File: src/rtl/bit_stream_serializer_pkg.sv
// -----------------------------------------------------------------------------
// bit_stream_serializer_pkg
//   Shared types and constants for the parallel-to-serial feeder that drives
//   the serial sequence detector.
//
//   Contents:
//     state_t        - serializer FSM state encoding {IDLE, SHIFT}
//     DEFAULT_WIDTH  - default parallel word width
//     cnt_width()    - bit-counter width derived from $clog2(WIDTH)
// -----------------------------------------------------------------------------
package bit_stream_serializer_pkg;

  typedef enum logic {
    IDLE  = 1'b0,
    SHIFT = 1'b1
  } state_t;

  localparam int DEFAULT_WIDTH = 8;

  // Width of a counter that indexes bits 0..width-1. Never less than one bit
  // so that a degenerate width still yields a legal vector declaration.
  function automatic int cnt_width(input int width);
    if (width < 2) begin
      return 1;
    end
    return $clog2(width);
  endfunction

endpackage : bit_stream_serializer_pkg

File: src/rtl/bit_stream_serializer_word_hold_reg.sv
// -----------------------------------------------------------------------------
// word_hold_reg
//   One-deep pending word register with a full flag. Holds the next word while
//   the current one is being shifted out.
//
//   Ports:
//     clk      in   system clock, rising edge
//     rst      in   synchronous active-high reset; empties the register
//     wr       in   write wr_data into the register this edge
//     wr_data  in   word to store
//     pop      in   release the stored word this edge
//     rd_data  out  stored word (meaningful only while full)
//     full     out  register holds a word
//
//   Pop and write on the same edge: the old word leaves, the new word is
//   stored and the register stays full.
// -----------------------------------------------------------------------------
module word_hold_reg #(
  parameter int WIDTH = 8
) (
  input  logic             clk,
  input  logic             rst,
  input  logic             wr,
  input  logic [WIDTH-1:0] wr_data,
  input  logic             pop,
  output logic [WIDTH-1:0] rd_data,
  output logic             full
);

  always_ff @(posedge clk) begin
    if (rst) begin
      rd_data <= '0;
      full    <= 1'b0;
    end else begin
      if (wr) begin
        // A write wins over a pop: the freed slot is immediately refilled.
        rd_data <= wr_data;
        full    <= 1'b1;
      end else if (pop) begin
        full    <= 1'b0;
      end
    end
  end

endmodule : word_hold_reg

File: src/rtl/bit_stream_serializer.sv
// -----------------------------------------------------------------------------
// bit_stream_serializer
//   Accepts parallel words over a valid/ready handshake and shifts them out
//   one bit per clock on a single-bit stream feeding the sequence detector.
//   One word lives in the shift register and one more may wait in a pending
//   register, so back-to-back words stream with no idle gap.
//
//   Parameters:
//     WIDTH       bits per word (>= 2)
//     LSB_FIRST   0: data_in[WIDTH-1] goes out first, 1: data_in[0] first
//     IDLE_LEVEL  level driven on out while nothing is shifting
//
//   Ports:
//     clk         in   system clock, rising edge
//     rst         in   synchronous active-high reset
//     data_in     in   parallel word to serialize
//     data_valid  in   data_in holds a word
//     data_ready  out  a word can be accepted this cycle
//     out         out  serial bit (registered)
//     out_valid   out  out carries a data bit rather than idle fill
//     word_done   out  one-cycle pulse alongside the last bit of each word
//     busy        out  shift register or pending register occupied
//
//   Handshake: a word transfers on a rising edge where data_valid and
//   data_ready are both high. data_ready is !pending_full, a pure register
//   function with no path from data_valid. data_in is ignored unless a
//   transfer happens. Once offered, a word is expected to stay on data_in
//   until it is accepted.
//
//   Timing: the first bit of a word is on out in the cycle after the accepting
//   edge; each word occupies exactly WIDTH consecutive cycles. The counter
//   holds the index of the bit currently on out.
// -----------------------------------------------------------------------------
module bit_stream_serializer
  import bit_stream_serializer_pkg::*;
#(
  parameter int WIDTH      = DEFAULT_WIDTH,
  parameter bit LSB_FIRST  = 1'b0,
  parameter bit IDLE_LEVEL = 1'b0
) (
  input  logic             clk,
  input  logic             rst,
  input  logic [WIDTH-1:0] data_in,
  input  logic             data_valid,
  output logic             data_ready,
  output logic             out,
  output logic             out_valid,
  output logic             word_done,
  output logic             busy
);

  localparam int            CW     = cnt_width(WIDTH);
  localparam logic [CW-1:0] LAST   = CW'(WIDTH - 1);
  localparam logic [CW-1:0] PENULT = CW'(WIDTH - 2);

  // ---------------------------------------------------------------------------
  // State
  // ---------------------------------------------------------------------------
  state_t           state;
  logic [CW-1:0]    cnt;
  logic [WIDTH-1:0] shreg;   // bits not yet presented on out

  logic             pend_full;
  logic [WIDTH-1:0] pend_data;

  // ---------------------------------------------------------------------------
  // Bit-order helpers
  // ---------------------------------------------------------------------------
  function automatic logic head_bit(input logic [WIDTH-1:0] w);
    return LSB_FIRST ? w[0] : w[WIDTH-1];
  endfunction

  function automatic logic [WIDTH-1:0] advance(input logic [WIDTH-1:0] w);
    return LSB_FIRST ? (w >> 1) : (w << 1);
  endfunction

  // ---------------------------------------------------------------------------
  // Handshake and load decisions
  // ---------------------------------------------------------------------------
  logic xfer;
  logic last_bit;
  logic load_pend;
  logic load_direct;
  logic pend_wr;

  assign data_ready = !pend_full;
  assign busy       = (state == SHIFT) || pend_full;
  assign xfer       = data_valid && data_ready;
  assign last_bit   = (state == SHIFT) && (cnt == LAST);

  // The shift register is refilled from pending when the last bit is on out.
  assign load_pend   = last_bit && pend_full;

  // A word arriving while the shift register is free (IDLE), or exactly on
  // the last bit with nothing pending, goes straight into the shift register.
  // Parking it in pending instead would strand it when the FSM drops to IDLE.
  assign load_direct = xfer && ((state == IDLE) || (last_bit && !pend_full));

  assign pend_wr     = xfer && !load_direct;

  word_hold_reg #(
    .WIDTH (WIDTH)
  ) u_hold (
    .clk     (clk),
    .rst     (rst),
    .wr      (pend_wr),
    .wr_data (data_in),
    .pop     (load_pend),
    .rd_data (pend_data),
    .full    (pend_full)
  );

  // ---------------------------------------------------------------------------
  // Serializer FSM with registered outputs
  // ---------------------------------------------------------------------------
  always_ff @(posedge clk) begin
    if (rst) begin
      state     <= IDLE;
      cnt       <= '0;
      shreg     <= '0;
      out       <= IDLE_LEVEL;
      out_valid <= 1'b0;
      word_done <= 1'b0;
    end else begin
      word_done <= 1'b0;
      case (state)
        IDLE: begin
          if (load_direct) begin
            out       <= head_bit(data_in);
            shreg     <= advance(data_in);
            out_valid <= 1'b1;
            cnt       <= '0;
            state     <= SHIFT;
          end
        end

        SHIFT: begin
          if (last_bit) begin
            if (load_pend) begin
              out       <= head_bit(pend_data);
              shreg     <= advance(pend_data);
              out_valid <= 1'b1;
              cnt       <= '0;
            end else if (load_direct) begin
              out       <= head_bit(data_in);
              shreg     <= advance(data_in);
              out_valid <= 1'b1;
              cnt       <= '0;
            end else begin
              out       <= IDLE_LEVEL;
              out_valid <= 1'b0;
              cnt       <= '0;
              state     <= IDLE;
            end
          end else begin
            out       <= head_bit(shreg);
            shreg     <= advance(shreg);
            cnt       <= cnt + 1'b1;
            // Raise the pulse on the edge that puts the last bit on out.
            word_done <= (cnt == PENULT);
          end
        end

        default: begin
          state     <= IDLE;
          out       <= IDLE_LEVEL;
          out_valid <= 1'b0;
          cnt       <= '0;
        end
      endcase
    end
  end

endmodule : bit_stream_serializer

File: config.mk
export PLATFORM = sky130hd
export DESIGN_NAME = bit_stream_serializer
export DESIGN_NICKNAME = d
export VERILOG_FILES = /design/src/rtl/bit_stream_serializer_pkg.sv /design/src/rtl/bit_stream_serializer_word_hold_reg.sv /design/src/rtl/bit_stream_serializer.sv
export SDC_FILE = /design/constraint.sdc
export NUM_CORES = 1
export LEC_CHECK = 0
export BUFFER_PORTS_ARGS = -buffer_cell sky130_fd_sc_hd__buf_2
export CAP_MARGIN = 20
export CORE_ASPECT_RATIO = 1.25
export CORE_UTILIZATION = 55
export CTS_CLUSTER_DIAMETER = 100
export CTS_CLUSTER_SIZE = 24
export DETAILED_ROUTE_END_ITERATION = 10
export PLACE_DENSITY = 0.87
export SLEW_MARGIN = 20
export SYNTH_ARGS = -nofsm -noshare
export SYNTH_HDL_FRONTEND = slang
export SYNTH_SLANG_ARGS = --single-unit
File: constraint.sdc
create_clock -name clk -period 2 [get_ports clk]
set_input_delay 0.4 -clock clk [delete_from_list [all_inputs] [get_ports clk]]
set_output_delay 0.4 -clock clk [all_outputs]
set_load 0.02 [all_outputs]
=== Word level (Yosys, flattened, before mapping) ===
Index checks and enable logic that the tools add are counted.

* Register bits after elaboration: 24
* Bits of input ports: 11
* Output and inout port bits: 5

* Add/sub/neg operators: 1
* Eq/ne operators: 4
* Muxes and demuxes: 21
* Bitwise operators: 1
* Reduce and logical (&&, ||, !) cells: 13

{| class="wikitable"
|+ Operators by type and width
! cell !! count
|-
| $mux W8 || 3
|-
| $pmux W8 S2 || 1
|-
| $mux W1 || 11
|-
| $eq A3 B3 Y1 const B || 2
|-
| $logic_and A1 B1 Y1 || 6
|-
| $mux W3 || 2
|-
| $pmux W1 S2 || 3
|-
| $pmux W3 S2 || 1
|-
| $add A3 B1 Y3 const B || 1
|-
| $reduce_or A3 Y1 || 1
|-
| $logic_not A1 Y1 || 2
|-
| $logic_or A1 B1 Y1 || 2
|-
| $ne A2 B1 Y1 const B || 1
|-
| $ne A2 B2 Y1 const B || 1
|-
| $reduce_and A2 Y1 || 1
|-
| $reduce_bool A2 Y1 || 1
|-
| $not A1 Y1 || 1
|}

=== Depth between registers and ports, before layout ===
Gate-level depths: netlist of run 1.

* Word-level depth: 9
* Mapped depth: 6
* Depth with buffers taken out: 5

=== Hierarchy ===
A second synthesis of run 1 with hierarchy kept.

* Cells, all modules: 120
* Area, all modules: 1116.1 um2

{| class="wikitable"
|+ By module, submodules not included
! module !! times used !! cells each !! area an instance (um2) !! seq. area each (um2)
|-
| bit_stream_serializer || 1 || 90 || 794.5 || 300.3
|-
| word_hold_reg || 1 || 30 || 321.6 || 180.2
|}

=== Worst setup path before layout of run 1 ===
No wires, ideal clock.

* Kind: register to register
* Start: reg cnt[1]
* End: reg out
* Setup time: 126 ps
* Arrival: 1272 ps
* Setup slack: 602 ps
* Cell stages (with the launch flop): 7
* Buffers on the path: 2
* Period minus slack after synthesis: 1398 ps
* Cell sequence: dfxtp_1 ha_1 ha_1 buf_2 buf_2 a31oi_1 o211ai_1

* Longest elaborated chain between the ends: 9
* Elaborated cells between the ends (all ways): 11
* Classes of those cells: 2 x eq/ne; 4 x mux; 5 x reduce/logical

{| class="wikitable"
|+ Ends and longest elaborated chain
! what !! RTL line !! text
|-
| start: declaration || bit_stream_serializer.sv:60 || <nowiki>logic [CW-1:0] cnt;</nowiki>
|-
| start signal: assignment || bit_stream_serializer.sv:158 || <nowiki>cnt <= cnt + 1'b1;</nowiki>
|-
| $eq A3 B3 Y1 * || bit_stream_serializer.sv:89 || <nowiki>assign last_bit = (state == SHIFT) && (cnt == LAST);</nowiki>
|-
| $logic_and A1 B1 Y1 * || bit_stream_serializer.sv:89 ||
|-
| $logic_and A1 B1 Y1 || bit_stream_serializer.sv:97 || <nowiki>assign load_direct = xfer && ((state == IDLE) || (last_bit && !pend_full));</nowiki>
|-
| $logic_or A1 B1 Y1 || bit_stream_serializer.sv:97 ||
|-
| $logic_and A1 B1 Y1 || bit_stream_serializer.sv:97 ||
|-
| $mux W1 || bit_stream_serializer.sv:144 || <nowiki>end else if (load_direct) begin</nowiki>
|-
| $mux W1 || bit_stream_serializer.sv:139 || <nowiki>if (load_pend) begin</nowiki>
|-
| $mux W1 || bit_stream_serializer.sv:138 || <nowiki>if (last_bit) begin</nowiki>
|-
| $pmux W1 S2 || bit_stream_serializer.sv:126 || <nowiki>case (state)</nowiki>
|-
| end signal: assignment || bit_stream_serializer.sv:129 || <nowiki>out <= head_bit(data_in);</nowiki>
|-
| end signal: assignment || bit_stream_serializer.sv:140 || <nowiki>out <= head_bit(pend_data);</nowiki>
|-
| end signal: assignment || bit_stream_serializer.sv:145 || <nowiki>out <= head_bit(data_in);</nowiki>
|-
| end: declaration || bit_stream_serializer.sv:46 || <nowiki>output logic out,</nowiki>
|}

Every way passes the cells marked *; elsewhere a longest branch is shown, timed or not.
A chain may end at the register's enable or synchronous reset.

=== Worst setup path in the final report of run 1 ===
* Start: reg state
* End: out busy

* Longest elaborated chain between the ends: 1

{| class="wikitable"
|+ Ends and longest elaborated chain
! what !! RTL line !! text
|-
| start: declaration || bit_stream_serializer.sv:59 || <nowiki>state_t state;</nowiki>
|-
| start signal: assignment || bit_stream_serializer.sv:118 || <nowiki>state <= IDLE;</nowiki>
|-
| start signal: assignment || bit_stream_serializer.sv:133 || <nowiki>state <= SHIFT;</nowiki>
|-
| start signal: assignment || bit_stream_serializer.sv:153 || <nowiki>state <= IDLE;</nowiki>
|-
| $logic_or A1 B1 Y1 || bit_stream_serializer.sv:87 || <nowiki>assign busy = (state == SHIFT) || pend_full;</nowiki>
|-
| end: declaration || bit_stream_serializer.sv:49 || <nowiki>output logic busy</nowiki>
|}

Every way passes these cells.

==> run_results.csv, run 1 <==
group,metric,value,unit
sta,finClkSkew,13.31,ps
drt,num_vias,986,
cells_and_area,final_area,1325,um2
sta,period_needed,1680,ps
synthesis,synth_seq_cells,24,
drt,via_per_inst,6.201,
drt,drt_iter0_markers,19,
clock_network,cts_tree,"yes",
cells_and_area,fill_cells,167,
cells_and_area,ff_latch_area,480.5,um2
clock_network,post_cts_resized,0,
cells_and_area,num_antenna_cells,0,
die,dieHeight,54.68,um
flow_run,drv_cap,0,
drt,postRouteAntennaNets,0,
pwr,power,1.035,mW
critical_path,cp-start-kind,"flop",
grt,grt_max_degree,21,
synthesis,ys_warn_count,0,
sta,slew_headroom,68.01,%
critical_path,cp.required,1600,ps
cells_and_area,synthToLayoutAreaGrowth,8.504,%
clock_network,insertion_delay,330,ps
synthesis,synth_area,1221,um2
pwr,cellPowerDensity,781.1,nW/um2
clock_network,clockBufferDepth,2,
critical_path,crit_buf_inv,1,
sta,hold_violations,0,
placement,dpl_worst_slack,380.5,ps
clock_network,cts.sinks,24,
sta,fin_crit_sh,84.00,%
grt,grtUsageTotal,23.30,%
die,dieArea,2414,um2
synthesis,synthTopCellsByArea,"dfxtp_1 (39%), a21oi_2 (6.5%), mux2i_1 (5.7%)",
hold_path,hp-class,"in2reg",
synthesis,async_flop_share,0,%
synthesis,synth.largest_area_cell,"dfxtp_1",
synthesis,yosysMostFrequentCell,"dfxtp_1",
sta,worst_slack,320.0,ps
clock_network,h-tree-depth,1,
die,num_rows,18,
die,initial_utilization,60.25,%
clock_network,cts_setup_buffers,0,
die,core,2027,um2
placement,routabilityCongestion,0.8182,
critical_path,crit_slowest_cell,"dfxtp_1",
pwr,vdd_ir_drop_max,699.8,uV
die,die_w,44.15,um
status,outcome,"finished, final reports clean",
cells_and_area,multi_input_area,646.9,um2
synthesis,synth-main-ff-cell,"dfxtp_1",
synthesis,netlist_instances,126,
drt,wl_per_cell,16.09,um
synthesis,ys_seq_area_share,39.34,%
sta,hold_slack,311.3,ps
grt,grt_pass1_vias,929,
sta,worstMarginPinSlew,479.2,ps
clock_network,cts_root_buf,"clkbuf_4",
synthesis,synth_edf_count,0,
cells_and_area,drive_gt1_share,30.22,%
placement,hpwl,1745,um
synthesis,yosysTopAreaCellShare,39.34,%
cells_and_area,nets,154,
drt,wl,2559,um
critical_path,max_stage_delay,640,ps
critical_path,worstPathArrival,1280,ps
critical_path,crit_fanout,16,
synthesis,synth_area_per_cell,9.692,um2
synthesis,synth_common_cells,"dfxtp_1 (24), nand2_1 (10), nor2b_1 (10), a21oi_2 (9), a31oi_1 (8)",
critical_path,crit_family,"flip-flops",
die,num_io_pins,16,
grt,grt_pass1_wl,4098,um
drt,drt_first_pass_iters,6,
clock_network,cts_made_buffers,3,
critical_path,worstPathCellList,"or2_1 > buf_2",
placement,port_buffers,15,
sta,setup-tns-final,0,ps
sta,finalSetupViolCount,0,
grt,overflow,0,
sta,rsz0062_at_grt,"false",
drt,remaining_drc_errors,0,
placement,dpl_cell_area,1272,um2
clock_network,clkTransAtPathRegs,140,ps
pwr,p_leak,0.5379,nW
sta,slew_viol_final,0,
clock_network,ctsHoldBuffers,0,
synthesis,synth.distinct_cells,33,
grt,antenna_found_initial,0,
synthesis,syn_nets,140,
critical_path,cp-end-kind,"output pin",
critical_path,crit_type,"reg2out",
sta,clock.fmax,595.2,MHz
[worst min-delay path, stage by stage]
cell	delay [ps]
buf_2	100
nand2_1	60
a21oi_2	40
[layout make-up]
type | instances | share of cell area [%]
Inverter | 2 | 0.5666
Clock buffer | 3 | 1.700
Multi-Input combinational cell | 89 | 48.82
Clock inverter | 1 | 2.266
Sequential cell | 24 | 36.26
Tap cell | 20 | 1.889
Timing Repair Buffer | 20 | 8.499
[report_power, final]
| part | switching (mW) | total (mW) | internal, mW |
|---|---|---|---|
| Sequential | 0.0230 | 0.527 | 0.504 |
| Clock | 0.147 | 0.350 | 0.203 |
| Combinational | 0.0906 | 0.159 | 0.0680 |
[layer usage]
layer  wire (um)  GRT usage, %
met3          85         3.300
met1        1056         28.40
met2        1375         38.48
met5           0             0
met4          42         14.65
[flip-flops by register name, indices dropped and copies added (netlist names)]
register and count:
shreg 8, out_valid 1, u_hold.full 1, word_done 1, u_hold.rd_data 8, cnt 3, state 1, out 1
[placed cells by master, fill, tap and decap left out, types with 4 or more instances in the layout]
cell type and count:
nand2_1 10, o21ai_2 7, buf_4 5, mux2i_1 7, buf_2 15, a21oi_2 9, dfxtp_1 24, o22ai_1 7
a31oi_1 8, nand2b_1 5, nor2b_1 10, a21oi_1 4
[logic make-up (layout without fill, tap and decap cells)]
logic type	count (synthesis)	count (layout)	synth area share [%]
fa+ha+maj	3	3	3.074
compound gates	41	41	24.39
flops	24	24	39.34
simple gates	38	38	19.78
buf+inv	13	26	7.684
mux	7	7	5.738
[per-stage QoR]
stage	utilization (%)	std cells
6_report	65.37	159
5_1_grt	65.37	159
4_1_cts	65.37	159
3_5_place_dp	62.78	155
3_3_place_gp	62.78	155
2_1_floorplan	-	126
[final timing paths]
check / to / cells after the start / slack (ps) / start
worst min-delay path: u_hold.rd_data[4] / 3 / 310 / data_in[4]
worst max-delay path: busy / 2 / 320 / state
worst min register to register: u_hold.rd_data[5] / 2 / 480 / u_hold.rd_data[5]
worst max register to register: shreg[1] / 6 / 350 / cnt[1]
No activity file was read; power rests on OpenSTA's default activity.
==> run 2, diff against run 1 <==
- clock period: 2 -> 1.65 ns (I/O delays scaled with it)
==> run_results.csv, run 2 (same netlist as run 1, synthesis figures left out) <==
group,metric,value,unit
critical_path,cp-start-kind,"flop",
sta,slew_viol_final,0,
clock_network,clkTransAtPathRegs,130,ps
die,dieArea,2414,um2
hold_path,holdPathStages,3,
sta,clock.fmax,640.2,MHz
clock_network,clockBufferDepth,2,
pwr,p_sw_share,24.99,%
grt,grt_max_degree,19,
critical_path,r2r_setup_slack,90,ps
critical_path,cp.required,1900,ps
drt,num_vias,992,
pwr,p_seq_share,50.7,%
drt,remaining_drc_errors,0,
sta,setup-tns-final,0,ps
grt,grt_pass1_vias,951,
die,initial_utilization,60.25,%
sta,worstMarginPinSlew,392.3,ps
critical_path,worstPathArrival,1810,ps
critical_path,crit_type,"reg2reg",
placement,dp.cells,158,
critical_path,crit_slowest_cell,"and4bb_2",
critical_path,cp-end-kind,"flop",
critical_path,worstPathCellList,"ha_1 > ha_1 > and4bb_2 > nand2_1 > a21oi_1",
cells_and_area,drive_gt1_share,33.10,%
clock_network,h-tree-depth,1,
hold_path,min_to,"u_hold.rd_data[0]",
pwr,combPwrFrac,15.7,%
grt,overflow,0,
cells_and_area,most-common-layout-cells,"dfxtp_1 (23), buf_2 (15), nor2b_1 (10), nand2_1 (10), a21oi_2 (9)",
placement,routabilityCongestion,0.8246,
drt,postRouteAntennaNets,0,
placement,port_buffers,15,
pwr,p_switching,0.3154,mW
drt,drt_first_pass_iters,6,
critical_path,worst_r2r_path_depth,5,
cells_and_area,final_common_cell,"dfxtp_1",
hold_path,holdCritStartpoint,"data_in[0]",
cells_and_area,num_antenna_cells,0,
drt,wl_per_cell,15.73,um
die,dieHeight,54.68,um
sta,fin_crit_sh,94.67,%
cells_and_area,fin_cells,162,
critical_path,crit_fanout,8,
die,die_w,44.15,um
grt,antenna_found_initial,0,
drt,drt_iter0_markers,28,
cells_and_area,reg_top3,"shreg (8), u_hold.rd_data (8), cnt (3)",
sta,period_needed,1562,ps
pwr,p_int,0.9467,mW
drt,wl,2549,um
status,outcome,"finished, final reports clean",
hold_path,hp-class,"in2reg",
clock_network,cts_setup_buffers,0,
critical_path,crit_family,"simple AND/OR/NAND/NOR gates",
sta,rsz0062_at_grt,"false",
clock_network,cts_made_buffers,3,
pwr,clkPwrFrac,33.6,%
placement,hpwl,1806,um
sta,finClkSkew,6.961,ps
cells_and_area,nets,157,
critical_path,crit_buf_inv,0,
pwr,p_leak,0.5561,nW
grt,grtUsageTotal,23.22,%
pwr,vdd_ir_drop_max,592.7,uV
flow_run,drv_cap,0,
die,num_io_pins,16,
sta,slew_headroom,73.81,%
grt,grt_pass1_wl,4146,um
critical_path,r2r_start,"cnt[0]",
die,num_rows,18,
cells_and_area,fin_util,67.16,%
die,core,2027,um2
pwr,cellPowerDensity,927.1,nW/um2
sta,finalSetupViolCount,0,
clock_network,cts_tree,"yes",
critical_path,r2r-end,"u_hold.rd_data[7]",
cells_and_area,synthToLayoutAreaGrowth,11.48,%
drt,via_per_inst,6.123,
critical_path,cp.depth,5,
clock_network,cts.sinks,24,
sta,hold_violations,0,
critical_path,cpMostUsedCell,"ha_1",
clock_network,cts_root_buf,"clkbuf_4",
critical_path,max_stage_delay,440,ps
clock_network,insertion_delay,320,ps
run 2: cell types whose count changed in the layout (fill, tap and decap cells not counted):
cell | previous run | this run
buf_12 | 0 | 1
and4bb_1 | 1 | 0
dfxtp_1 | 24 | 23
dfxtp_2 | 0 | 1
and4bb_2 | 0 | 1
buf_4 | 5 | 7
run 2: worst register-to-register path: stages (launching register included):
cell and delay, ps:
dfxtp_1 360, ha_1 200, ha_1 260, and4bb_2 440, nand2_1 70, a21oi_1 150
run 2: what timing repair did:
item | 4_1_cts | 5_1_grt
endpoints found under the setup margin | 0 | 8
hold buffers | 0 | 0
resized for setup | 0 | 2
endpoints found under the hold margin | 0 | 0
run 2: metrics by stage:
stage	total power [mW]	setup WS [ps]	hold slack (ps)	instance area, um2
detailed placement	0.8478	94.34	459.8	1308
global placement	0.8397	183.0	453.3	1308
finish	1.262	87.88	255.9	1361
CTS	1.263	29.17	254.0	1360
floorplan	0.7963	251.7	443.1	1221
global route	1.316	31.40	236.3	1361
run 2: cell type report:
| class | instances | area (um2) |
|---|---|---|
| clock inverters | 1 | 30.03 |
| well taps | 20 | 25.02 |
| clock buffers | 3 | 22.52 |
| fillers | 172 | 665.6 |
| repair buffers | 23 | 147.6 |
| multi-input cells | 89 | 646.9 |
| inverters | 2 | 7.507 |
| flip-flops and latches | 24 | 481.7 |
run 2: worst max-delay path by stage:
stage                                   end    from
after global routing               shreg[6]  cnt[0]
after floorplan                         out  cnt[1]
after global placement    u_hold.rd_data[2]  cnt[0]
after detailed placement  u_hold.rd_data[3]  cnt[0]
final                     u_hold.rd_data[7]  cnt[0]
after CTS                 u_hold.rd_data[7]  cnt[0]
run 2: routing by layer:
metal	share of wire, %	wire length, um	vias to the layer above	global-route usage (%)
met5	0	0	-	0
met3	2.8	71	7	2.970
met4	2.3	58	0	11.11
met1	42	1070	478	24.50
li1	-	-	485	-
met2	53	1348	22	44.85
run 2: power by group through the flow:
stage / logic [mW] / registers (mW) / clock network, mW
finish: 0.198 / 0.640 / 0.425
global route: 0.215 / 0.644 / 0.456
CTS: 0.198 / 0.639 / 0.426
detailed placement: 0.196 / 0.652 / 0
global placement: 0.190 / 0.649 / 0
floorplan: 0.151 / 0.645 / 0
